[src/rtl/core_block_ctrl_if.sv]
// Dispatcher/fetch/lane signal bundle for core_block_ctrl.
// block_cycles/instr_count exist only when BLOCK_PERF_CNT_EN is defined.
interface core_block_ctrl_if #(
  parameter int THREADS_PER_BLOCK = 4,
  parameter int PC_W              = 8
);
  localparam int CNT_W = $clog2(THREADS_PER_BLOCK) + 1;

  logic                           core_reset;
  logic                           start;
  logic [7:0]                     block_id;
  logic [CNT_W-1:0]               thread_count;
  logic                           done;
  logic                           busy;
  logic [THREADS_PER_BLOCK-1:0]   thread_en;
  logic [8*THREADS_PER_BLOCK-1:0] thread_id;
  logic [PC_W-1:0]                pc;
  logic                           instr_req;
  logic [PC_W-1:0]                instr_addr;
  logic                           instr_valid;
  logic [15:0]                    instr_data;
  logic [15:0]                    instr_out;
  logic                           lane_start;
  logic [THREADS_PER_BLOCK-1:0]   lane_busy;
`ifdef BLOCK_PERF_CNT_EN
  logic [15:0]                    block_cycles;
  logic [15:0]                    instr_count;
`endif

  // slave: the per-core controller; master: dispatcher, fetch port and lanes
  modport slave (
`ifdef BLOCK_PERF_CNT_EN
    output block_cycles,
    output instr_count,
`endif
    input  core_reset,
    input  start,
    input  block_id,
    input  thread_count,
    output done,
    output busy,
    output thread_en,
    output thread_id,
    output pc,
    output instr_req,
    output instr_addr,
    input  instr_valid,
    input  instr_data,
    output instr_out,
    output lane_start,
    input  lane_busy
  );

  modport master (
`ifdef BLOCK_PERF_CNT_EN
    input  block_cycles,
    input  instr_count,
`endif
    output core_reset,
    output start,
    output block_id,
    output thread_count,
    input  done,
    input  busy,
    input  thread_en,
    input  thread_id,
    input  pc,
    input  instr_req,
    input  instr_addr,
    output instr_valid,
    output instr_data,
    input  instr_out,
    input  lane_start,
    output lane_busy
  );
endinterface

[src/rtl/core_block_ctrl.sv]
// Per-core block controller: accepts a block assignment, then runs fetch/decode/execute
// until a return opcode. Optional perf counters are enabled by defining BLOCK_PERF_CNT_EN.
module core_block_ctrl #(
  parameter int         THREADS_PER_BLOCK = 4,
  parameter int         PC_W              = 8,
  parameter logic [3:0] RET_OPCODE        = 4'hF
) (
  input logic              clk,
  input logic              reset,
  core_block_ctrl_if.slave bus
);
  localparam int CNT_W  = $clog2(THREADS_PER_BLOCK) + 1;
  localparam int LOG2_T = $clog2(THREADS_PER_BLOCK);

  typedef enum logic [2:0] {
    S_IDLE, S_FETCH, S_DECODE, S_EXEC, S_WAIT, S_UPDATE, S_DONE
  } state_t;

  state_t                         state_q, state_d;
  logic [THREADS_PER_BLOCK-1:0]   thread_en_q;
  logic [8*THREADS_PER_BLOCK-1:0] thread_id_q;
  logic [PC_W-1:0]                pc_q;
  logic [15:0]                    instr_out_q;

  logic                           accept;
  logic [CNT_W-1:0]               cnt_clamped;
  logic [7:0]                     id_base;
  logic [THREADS_PER_BLOCK-1:0]   en_new;
  logic [8*THREADS_PER_BLOCK-1:0] id_new;

  assign accept      = (state_q == S_IDLE) && bus.start;
  assign cnt_clamped = (bus.thread_count > CNT_W'(THREADS_PER_BLOCK)) ?
                       CNT_W'(THREADS_PER_BLOCK) : bus.thread_count;
  assign id_base     = bus.block_id << LOG2_T;

  // Every lane gets its global ID, enabled or not, so debug sees the whole block.
  genvar gi;
  generate
    for (gi = 0; gi < THREADS_PER_BLOCK; gi++) begin : g_lane
      assign en_new[gi]          = (CNT_W'(gi) < cnt_clamped);
      assign id_new[8*gi +: 8]   = id_base + 8'(gi);
    end
  endgenerate

  always_ff @(posedge clk or negedge reset) begin
    if (!reset) begin
      state_q <= S_IDLE;
    end else if (bus.core_reset) begin
      state_q <= S_IDLE;
    end else begin
      state_q <= state_d;
    end
  end

  always_comb begin
    state_d = state_q;
    case (state_q)
      S_IDLE:   if (bus.start) state_d = (cnt_clamped == '0) ? S_DONE : S_FETCH;
      S_FETCH:  if (bus.instr_valid) state_d = S_DECODE;
      S_DECODE: state_d = (instr_out_q[15:12] == RET_OPCODE) ? S_DONE : S_EXEC;
      S_EXEC:   state_d = S_WAIT;
      S_WAIT:   if ((bus.lane_busy & thread_en_q) == '0) state_d = S_UPDATE;
      S_UPDATE: state_d = S_FETCH;
      S_DONE:   state_d = S_IDLE;
      default:  state_d = S_IDLE;
    endcase
  end

  // pc, thread_id and instr_out are deliberately left alone after DONE for debug.
  always_ff @(posedge clk or negedge reset) begin
    if (!reset) begin
      thread_en_q <= '0;
      thread_id_q <= '0;
      pc_q        <= '0;
      instr_out_q <= '0;
    end else if (bus.core_reset) begin
      thread_en_q <= '0;
      thread_id_q <= '0;
      pc_q        <= '0;
      instr_out_q <= '0;
    end else begin
      if (accept) begin
        thread_en_q <= en_new;
        thread_id_q <= id_new;
        pc_q        <= '0;
      end
      if (state_q == S_FETCH && bus.instr_valid) begin
        instr_out_q <= bus.instr_data;
      end
      if (state_q == S_UPDATE) begin
        pc_q <= pc_q + PC_W'(1);
      end
      if (state_q == S_DONE) begin
        thread_en_q <= '0;
      end
    end
  end

  assign bus.done       = (state_q == S_DONE);
  assign bus.busy       = (state_q != S_IDLE);
  assign bus.thread_en  = thread_en_q;
  assign bus.thread_id  = thread_id_q;
  assign bus.pc         = pc_q;
  assign bus.instr_req  = (state_q == S_FETCH);
  assign bus.instr_addr = pc_q;
  assign bus.instr_out  = instr_out_q;
  assign bus.lane_start = (state_q == S_EXEC);

`ifdef BLOCK_PERF_CNT_EN
  logic [15:0] block_cycles_q;
  logic [15:0] instr_count_q;

  always_ff @(posedge clk or negedge reset) begin
    if (!reset) begin
      block_cycles_q <= '0;
      instr_count_q  <= '0;
    end else if (bus.core_reset) begin
      block_cycles_q <= '0;
      instr_count_q  <= '0;
    end else if (accept) begin
      block_cycles_q <= '0;
      instr_count_q  <= '0;
    end else begin
      if (state_q != S_IDLE && block_cycles_q != 16'hFFFF) begin
        block_cycles_q <= block_cycles_q + 16'd1;
      end
      if (state_q == S_UPDATE && instr_count_q != 16'hFFFF) begin
        instr_count_q <= instr_count_q + 16'd1;
      end
    end
  end

  assign bus.block_cycles = block_cycles_q;
  assign bus.instr_count  = instr_count_q;
`endif
endmodule

[src/flat_wrapper.sv]
// flat-port wrapper written by rule: the top's interface ports become plain ports
module core_block_ctrl_flat 
#(
  parameter int         THREADS_PER_BLOCK = 4,
  parameter int         PC_W              = 8,
  parameter logic [3:0] RET_OPCODE        = 4'hF
)
  (clk, reset, bus_core_reset, bus_start, bus_block_id, bus_thread_count, bus_done, bus_busy, bus_thread_en, bus_thread_id, bus_pc, bus_instr_req, bus_instr_addr, bus_instr_valid, bus_instr_data, bus_instr_out, bus_lane_start, bus_lane_busy);
  core_block_ctrl_if #(.THREADS_PER_BLOCK(THREADS_PER_BLOCK), .PC_W(PC_W)) bus_i ();
  input logic clk;
  input logic reset;
  input wire logic [$bits(bus_i.core_reset)-1:0] bus_core_reset;
  input wire logic [$bits(bus_i.start)-1:0] bus_start;
  input wire logic [$bits(bus_i.block_id)-1:0] bus_block_id;
  input wire logic [$bits(bus_i.thread_count)-1:0] bus_thread_count;
  output wire logic [$bits(bus_i.done)-1:0] bus_done;
  output wire logic [$bits(bus_i.busy)-1:0] bus_busy;
  output wire logic [$bits(bus_i.thread_en)-1:0] bus_thread_en;
  output wire logic [$bits(bus_i.thread_id)-1:0] bus_thread_id;
  output wire logic [$bits(bus_i.pc)-1:0] bus_pc;
  output wire logic [$bits(bus_i.instr_req)-1:0] bus_instr_req;
  output wire logic [$bits(bus_i.instr_addr)-1:0] bus_instr_addr;
  input wire logic [$bits(bus_i.instr_valid)-1:0] bus_instr_valid;
  input wire logic [$bits(bus_i.instr_data)-1:0] bus_instr_data;
  output wire logic [$bits(bus_i.instr_out)-1:0] bus_instr_out;
  output wire logic [$bits(bus_i.lane_start)-1:0] bus_lane_start;
  input wire logic [$bits(bus_i.lane_busy)-1:0] bus_lane_busy;
  assign bus_i.core_reset = bus_core_reset;
  assign bus_i.start = bus_start;
  assign bus_i.block_id = bus_block_id;
  assign bus_i.thread_count = bus_thread_count;
  assign bus_done = bus_i.done;
  assign bus_busy = bus_i.busy;
  assign bus_thread_en = bus_i.thread_en;
  assign bus_thread_id = bus_i.thread_id;
  assign bus_pc = bus_i.pc;
  assign bus_instr_req = bus_i.instr_req;
  assign bus_instr_addr = bus_i.instr_addr;
  assign bus_i.instr_valid = bus_instr_valid;
  assign bus_i.instr_data = bus_instr_data;
  assign bus_instr_out = bus_i.instr_out;
  assign bus_lane_start = bus_i.lane_start;
  assign bus_i.lane_busy = bus_lane_busy;
  core_block_ctrl #(.THREADS_PER_BLOCK(THREADS_PER_BLOCK), .PC_W(PC_W), .RET_OPCODE(RET_OPCODE)) u_core (.clk(clk), .reset(reset), .bus(bus_i));
endmodule
[config.mk]
export PLATFORM = sky130hd
export DESIGN_NAME = core_block_ctrl_flat
export DESIGN_NICKNAME = d
export VERILOG_FILES = /design/src/rtl/core_block_ctrl_if.sv /design/src/rtl/core_block_ctrl.sv /design/src/flat_wrapper.sv
export SDC_FILE = /design/constraint.sdc
export NUM_CORES = 1
export LEC_CHECK = 0
export BUFFER_PORTS_ARGS = -buffer_cell sky130_fd_sc_hd__buf_2
export CAP_MARGIN = 5
export CORE_MARGIN = 2
export CORE_UTILIZATION = 48
export CTS_CLUSTER_DIAMETER = 120
export CTS_CLUSTER_SIZE = 25
export DETAILED_ROUTE_END_ITERATION = 8
export GPL_TIMING_DRIVEN = 0
export PLACE_DENSITY = 0.85
export SLEW_MARGIN = 5
export SYNTH_ARGS = -nofsm -noshare
export SYNTH_HDL_FRONTEND = slang
export SYNTH_SLANG_ARGS = --single-unit
[constraint.sdc]
create_clock -name clk -period 3.84 [get_ports clk]
set_input_delay 0.384 -clock clk [delete_from_list [all_inputs] [get_ports clk]]
set_output_delay 0.384 -clock clk [all_outputs]
set_load 0.01 [all_outputs]
Word-level counts from Yosys, hierarchy flattened
Index checks and enable logic that the tools add are counted.
Widths: inputs -> output; s select.

operators by class
  muxes and demuxes = 18
  div/mod/pow operators = 0
  bitwise gates (word level) = 1
  reductions and logical operators = 11
  $add $sub $neg = 4
  $lt $le $gt $ge = 5
  multiply operators = 0
  equality and inequality tests = 10
  shift-type cells = 0

operators by type and width
  cell                 number
  $mux 32              2
  $mux 16              2
  $mux 8               3
  $mux 3               7
  $pmux 3 s6           1
  $add 8x1->8 const B  2
  $add 8x2->8 const B  2
  $mux 4               3
  $eq 3x3->1 const B   3
  $reduce_bool 3->1    3
  $eq 3x2->1 const B   2
  $logic_not 3->1      2
  $lt 1x3->1 const A   2
  $lt 2x3->1 const A   2
  $ne 3x2->1 const B   2
  $and 4x4->4          1
  $eq 4x4->1 const B   1
  $logic_not 4->1      1
  $reduce_bool 2->1    2
  $eq 3x1->1 const B   1
  $gt 3x3->1 const B   1
  $ne 3x3->1 const B   1
  $reduce_and 3->1     1
  $logic_and 1x1->1    2

word-level totals
  bits in read-only memories = 0
  logic and storage cells = 54
  bits in registers = 63
  memory bits (writable) = 0
  memories kept = 0
  bits of input ports = 36
  latch bits = 0
  output and inout port bits = 72

Longest topological paths before layout
Gate-level depths: netlist of the first run.

  depth after elaboration = 7
  mapped depth = 6
  depth with buffers taken out = 5

Worst setup path before layout of the first run
OpenSTA, ideal clock, no wires.

  path type = register to register
  start = reg u_core.pc_q[0] (netlist: u_core.bus.instr_addr[0])
  end = reg u_core.pc_q[6] (netlist: u_core.bus.instr_addr[6])
  path slack = 2367 ps
  setup time = 124 ps
  period minus slack after synthesis = 1473 ps
  arrival = 1349 ps
  stages on the path, launching flop included = 6
  path buffers = 0
  data required time = 3716 ps
  path through = dfrtp_1 ha_1 and3_1 nand3_1 and3_1 a211o_1

between the ends
  longest elaborated chain between the ends = 3

ends and longest elaborated chain
  element                 line                   text
  start, declared         core_block_ctrl.sv:22  logic [PC_W-1:0] pc_q;
  start signal, assigned  core_block_ctrl.sv:91  pc_q <= pc_q + PC_W'(1);
  $add 8x1->8             core_block_ctrl.sv:91
  $mux 8                  core_block_ctrl.sv:90  if (state_q == S_UPDATE) begin
  $mux 8                  core_block_ctrl.sv:76  end else if (bus.core_reset) begin

Every way passes these cells.
A chain may end at the register's enable or synchronous reset.

Worst setup path after layout of the first run
  start = reg u_core.state_q[2]
  end = out bus_busy

between the ends
  longest elaborated chain between the ends = 1

ends and longest elaborated chain
  element                 line                    text
  start, declared         core_block_ctrl.sv:19   state_t state_q, state_d;
  start signal, assigned  core_block_ctrl.sv:51   state_q <= state_d;
  $reduce_bool 3->1       core_block_ctrl.sv:100  assign bus.busy = (state_q != S_IDLE);
  end, declared           flat_wrapper.sv:17      output wire logic [$bits(bus_i.busy)-1:0] bus_busy;

Every way passes these cells.

==> results.json, run 1 <==
{
  "nets": 345,
  "dieArea_mm2": 0.00468,
  "synth-seq-cells": 38,
  "critPathKind": "flip-flop to output port",
  "avgSynthCellArea_um2": 10.1,
  "via_per_inst": 4.98,
  "syn2layout_area_growth_pct": 33.4,
  "rsz0062_at_grt": "false",
  "clk_pin_slew_ns": 0.07,
  "setup_tns_ns": 0,
  "firstDrtPassIters": 5,
  "slowest_delay_ns": 0.43,
  "cp.arrival_ns": 1.43,
  "crit_required_ns": 3.46,
  "drive_above_1_share_pct": 49.5,
  "grt_pass1_wl_mm": 6.53,
  "ys.flop_type": "dfrtp_1",
  "insertedDiodeCount": 0,
  "dp_slack_ns": 2.17,
  "async_reset_ff_share_pct": 100,
  "rows": 23,
  "ys_warn_count": 0,
  "drc_errors": 0,
  "syn_area_mm2": 0.00199,
  "core_area_mm2": 0.00400,
  "syn-instance-count": 198,
  "period_needed_ns": 1.81,
  "maxSlewHeadroom_pct": 45.4,
  "ctsHtreeMaxLevel": 2,
  "cts_tree": "done",
  "numCtsBuffers": 5,
  "avgRoutedWirePerCell_um": 12.1,
  "crit_buf_inv": 2,
  "start_util_pct": 49.8,
  "total_power_mw": 1.16,
  "hold_viol": 0,
  "slowest_stage": "dfrtp_1",
  "drt.antenna.violating_nets": 0,
  "start_kind": "flip-flop",
  "fill_cells": 351,
  "io_pins": 108,
  "cts.sinks": 38,
  "grt_max_degree": 39,
  "fmax_mhz": 552,
  "final_util_pct": 66.4,
  "overflow": 0,
  "r2r_start": "u_core.state_q[2]",
  "ys_seq_area_share_pct": 47.8,
  "cts.path.max_buffers": 2,
  "place.gp.congestion": 0.843,
  "final-setup-viol-count": 0,
  "clk_latency_ns": 0.28,
  "postCtsSetupRepairBufs": 0,
  "grt_pass1_vias": 1536,
  "crit_path_start": "u_core.state_q[2]",
  "cellPowerDensity_mw_per_mm2": 438,
  "finalWirelength_mm": 4.34,
  "final_common_cell": "buf_2",
  "port_buffers": 100,
  "place_inst": 351,
  "timing.final.crit_share_pct": 47.2,
  "path_cells": "buf_2 -> or3_1 -> buf_2",
  "cts_resized": 0,
  "synth_edf_count": 0,
  "end_kind": "output port",
  "worstMarginPinSlew_ns": 0.819,
  "ys_types": 42,
  "fp.dieH_um": 68.4,
  "drtIter0Drc": 93,
  "p_leak_nw": 1.56,
  "holdCritPathClass": "input port to async pin",
  "finClkSkew_ns": 0.00446,
  "status": "finished clean",
  "mostFrequentLayoutCells": "105 x buf_2, 38 x dfrtp_1, 35 x buf_4",
  "setup_ws_ns": 2.03,
  "die_width_um": 68.4,
  "antenna_found_initial": 0,
  "post-dp-hpwl_mm": 3.33,
  "crit_fanout": 10,
  "grt_usage_pct": 18.4,
  "slew_violations": 0,
  "layout.cells.non_filler": 359,
  "cpMostUsedCell": "buf_2",
  "root_buffer": "clkbuf_8",
  "critical_path.top_delay_family": "flip-flops",
  "num_vias": 1788,
  "cts_hold_buf": 0,
  "ir_drop_v": 0.000246,
  "cap_viol_max_count": 0
}
[synth_stat cells, types with 2 or more instances]
master	n	area share, %
a211o_1	2	0.88
a21oi_1	13	3.3
a22o_1	17	7.5
a22oi_1	2	0.75
a311o_1	2	1.0
a31oi_1	2	0.63
and3_1	3	0.94
buf_2	5	1.3
buf_4	35	13
clkbuf_1	3	0.57
dfrtp_1	38	48
inv_1	4	0.75
nand2_1	20	3.8
nand3_1	4	1.0
nor2_1	10	1.9
nor3_1	7	1.8
o21a_1	2	0.75
o21ai_0	3	0.75
o2bb2ai_1	2	0.88
or3_1	2	0.63
[cell families (layout without fill, tap and decap cells)]
logic type / Yosys count / count (layout) / share of synthesized area (%)
AO/OA/AOI/OAI: 53 / 53 / 20.2
AND/OR/NAND/NOR: 57 / 57 / 15.0
flip-flops: 38 / 38 / 47.8
multiplexers: 1 / 1 / 0.503
other: 1 / 4 / 0.188
buffers and inverters: 47 / 155 / 15.8
adder cells (fa/ha/maj): 1 / 1 / 0.628
[stage by stage]
stage / hold slack, ns / cell area [µm²]
4_1_cts: 0.216 / 2660
2_1_floorplan: 0.0884 / 2000
3_5_place_dp: 0.486 / 2560
5_1_grt: 0.275 / 2660
3_3_place_gp: 0.486 / 2560
6_report: 0.192 / 2660
[final timing paths]
| path | endpoint | slack [ns] | cells past startpoint |
|---|---|---|---|
| max reg2reg | u_core.bus.instr_out[2] | 2.24 | 4 |
| max | bus_busy | 2.03 | 3 |
| min | u_core.bus.thread_en[3] | 0.19 | 1 |
| min reg2reg | u_core.bus.instr_out[3] | 0.50 | 1 |
| max in group asynchronous | u_core.bus.thread_id[23] | 3.13 | 1 |
| min in group clk | u_core.bus.instr_out[12] | 0.31 | 2 |
[metal layers]
layer  share of wire (%)  vias up  global-route usage, %
li1                    -      894                      -
met1                  40      812                   21.5
met2                  51       78                   33.4
met3                 8.7        4                   4.11
met4                0.48        0                   5.50
met5                   0        -                      0
[area by class of cell]
class	count	area [µm²]	area share (%)
repair buffers	100	500	18.8
multi-input cells	116	737	27.7
clock buffers	7	86.3	3.25
plain buffers	43	299	11.3
inverters	4	15.0	0.565
clock inverters	1	5.00	0.188
flip-flops and latches	38	951	35.8
well taps	50	62.6	2.36
[where the power goes]
group,internal [mW],leakage (nW),total (mW),switching [mW]
sequential,0.447,0.520,0.490,0.0429
clock,0.145,0.0482,0.272,0.128
combinational,0.193,0.990,0.403,0.210
total,0.784,1.56,1.16,0.380
[registers in the layout, indices dropped and copies added, names as in the netlist]
signal	count
u_core.bus.instr_out	16
u_core.bus.instr_addr	8
u_core.bus.thread_id	7
u_core.bus.thread_en	4
u_core.state_q	3
No activity file was read; power rests on OpenSTA's default activity.
==> run 2, diff against run 1 <==
- CORE_UTILIZATION: 48 -> 45
- PLACE_DENSITY: 0.85 -> 0.81
- clock period: 3.84 -> 1.8 ns (I/O delays scaled with it)
==> run 2 against run 1 <==
Effect of this change: non-clock buffer count did not move; wire length grew 0.94%; largest cell class unchanged; clock power is 110% higher; the run now ends with hold timing left; worst hold slack got worse by 0.20 ns.
==> results.json, run 2 (synthesized netlist as in run 1, its figures left out) <==
{
  "finalInstanceArea_mm2": 0.00266,
  "rsz0062_at_grt": "false",
  "setup_tns_ns": 0,
  "syn2layout_area_growth_pct": 33.6,
  "io_pins": 108,
  "place.gp.congestion": 0.873,
  "worstMarginPinSlew_ns": 0.820,
  "final-setup-viol-count": 0,
  "wl_met1_mm": 1.89,
  "antenna_found_initial": 0,
  "numCtsBuffers": 5,
  "fill_cells": 379,
  "mostFrequentLayoutCells": "105 x buf_2, 38 x dfrtp_1, 35 x buf_4",
  "total_power_mw": 2.49,
  "holdCritPathClass": "input port to async pin",
  "grt_pass1_vias": 1605,
  "crit_fanout": 10,
  "end_kind": "output port",
  "cpMostUsedCell": "buf_2",
  "critical_path.top_delay_family": "flip-flops",
  "insertedDiodeCount": 0,
  "start_kind": "flip-flop",
  "firstDrtPassIters": 4,
  "nets": 345,
  "clk_pin_slew_ns": 0.07,
  "cp.arrival_ns": 1.44,
  "cap_viol_max_count": 0,
  "slowest_delay_ns": 0.43,
  "drtIter0Drc": 67,
  "top_layer_used": "met4",
  "grt_usage_pct": 18.3,
  "post-dp-hpwl_mm": 3.27,
  "timing.final.crit_share_pct": 89.9,
  "wl_met3_um": 292,
  "drive_above_1_share_pct": 49.5,
  "violations": "hold timing",
  "drt.antenna.violating_nets": 0,
  "via_per_inst": 4.98,
  "fp.dieH_um": 70.5,
  "drc_errors": 0,
  "slew_violations": 0,
  "ir_drop_v": 0.000612,
  "cts_tree": "done",
  "final_common_cell": "buf_2",
  "status": "finished with violations",
  "p_leak_nw": 1.56,
  "place_area_mm2": 0.00257,
  "crit_required_ns": 1.62,
  "layout.cells.non_filler": 361,
  "r2r_start": "u_core.state_q[2]",
  "cts_resized": 0,
  "place_inst": 353,
  "port_buffers": 100,
  "fmax_mhz": 618,
  "maxSlewHeadroom_pct": 45.3,
  "start_util_pct": 46.4,
  "period_needed_ns": 1.62,
  "dieArea_mm2": 0.00497,
  "holdWs_ns": -0.00735,
  "cts.sinks": 38,
  "finalWirelength_mm": 4.38,
  "wl_met2_mm": 2.15,
  "grt_pass1_wl_mm": 7.15,
  "hold_viol": 32,
  "clk_latency_ns": 0.28,
  "critPathKind": "flip-flop to output port",
  "dp_slack_ns": 0.173,
  "slowest_stage": "dfrtp_1",
  "postCtsSetupRepairBufs": 0,
  "overflow": 0,
  "crit_buf_inv": 2,
  "grt_max_degree": 39,
  "rows": 24,
  "finClkSkew_ns": 0.00571,
  "largest_reg_flops": 16,
  "avgRoutedWirePerCell_um": 12.1,
  "core_area_mm2": 0.00429,
  "cellPowerDensity_mw_per_mm2": 936,
  "path_cells": "buf_2 -> or3_1 -> buf_2",
  "ctsHtreeMaxLevel": 2,
  "crit_path_start": "u_core.state_q[2]",
  "num_vias": 1796,
  "cts.path.max_buffers": 2,
  "setup_ws_ns": 0.182,
  "final_util_pct": 61.9,
  "cts_hold_buf": 0,
  "root_buffer": "clkbuf_8",
  "die_width_um": 70.5
}
-- run 2: cell counts in the layout (fill, tap and decap cells not counted) --
Identical to the previous run, type by type.
-- run 2: final timing paths --
path                       slack (ns)  cells after the start                 endpoint
setup / recovery                 0.18                      3                 bus_busy
hold / removal                 -0.007                      1  u_core.bus.thread_en[3]
setup reg to reg                 0.19                      4  u_core.bus.instr_out[4]
hold reg to reg                  0.51                      1  u_core.bus.instr_out[6]
max in group asynchronous        1.29                      1  u_core.bus.instr_out[7]
min in group clk                 0.11                      2  u_core.bus.instr_out[8]
-- run 2: metal layers --
layer  global-route usage [%]  vias up
met5                        0        -
met4                     7.05        0
met3                     5.63        4
met2                     29.9       62
met1                     22.8      837
li1                         -      893
-- run 2: power breakdown --
| part | switching, mW | internal [mW] | total (mW) |
|---|---|---|---|
| Sequential | 0.0938 | 0.953 | 1.05 |
| Combinational | 0.452 | 0.411 | 0.863 |
| Clock | 0.271 | 0.309 | 0.580 |
-- run 2: final cells by class --
cell class | instances | area (µm²) | share of cell area, %
Clock buffer | 7 | 86.3 | 3.25
Timing Repair Buffer | 100 | 500 | 18.8
Inverter | 4 | 15.0 | 0.565
Multi-Input combinational cell | 116 | 737 | 27.7
Tap cell | 52 | 65.1 | 2.45
Clock inverter | 1 | 5.00 | 0.188
Buffer | 43 | 299 | 11.2
Sequential cell | 38 | 951 | 35.8
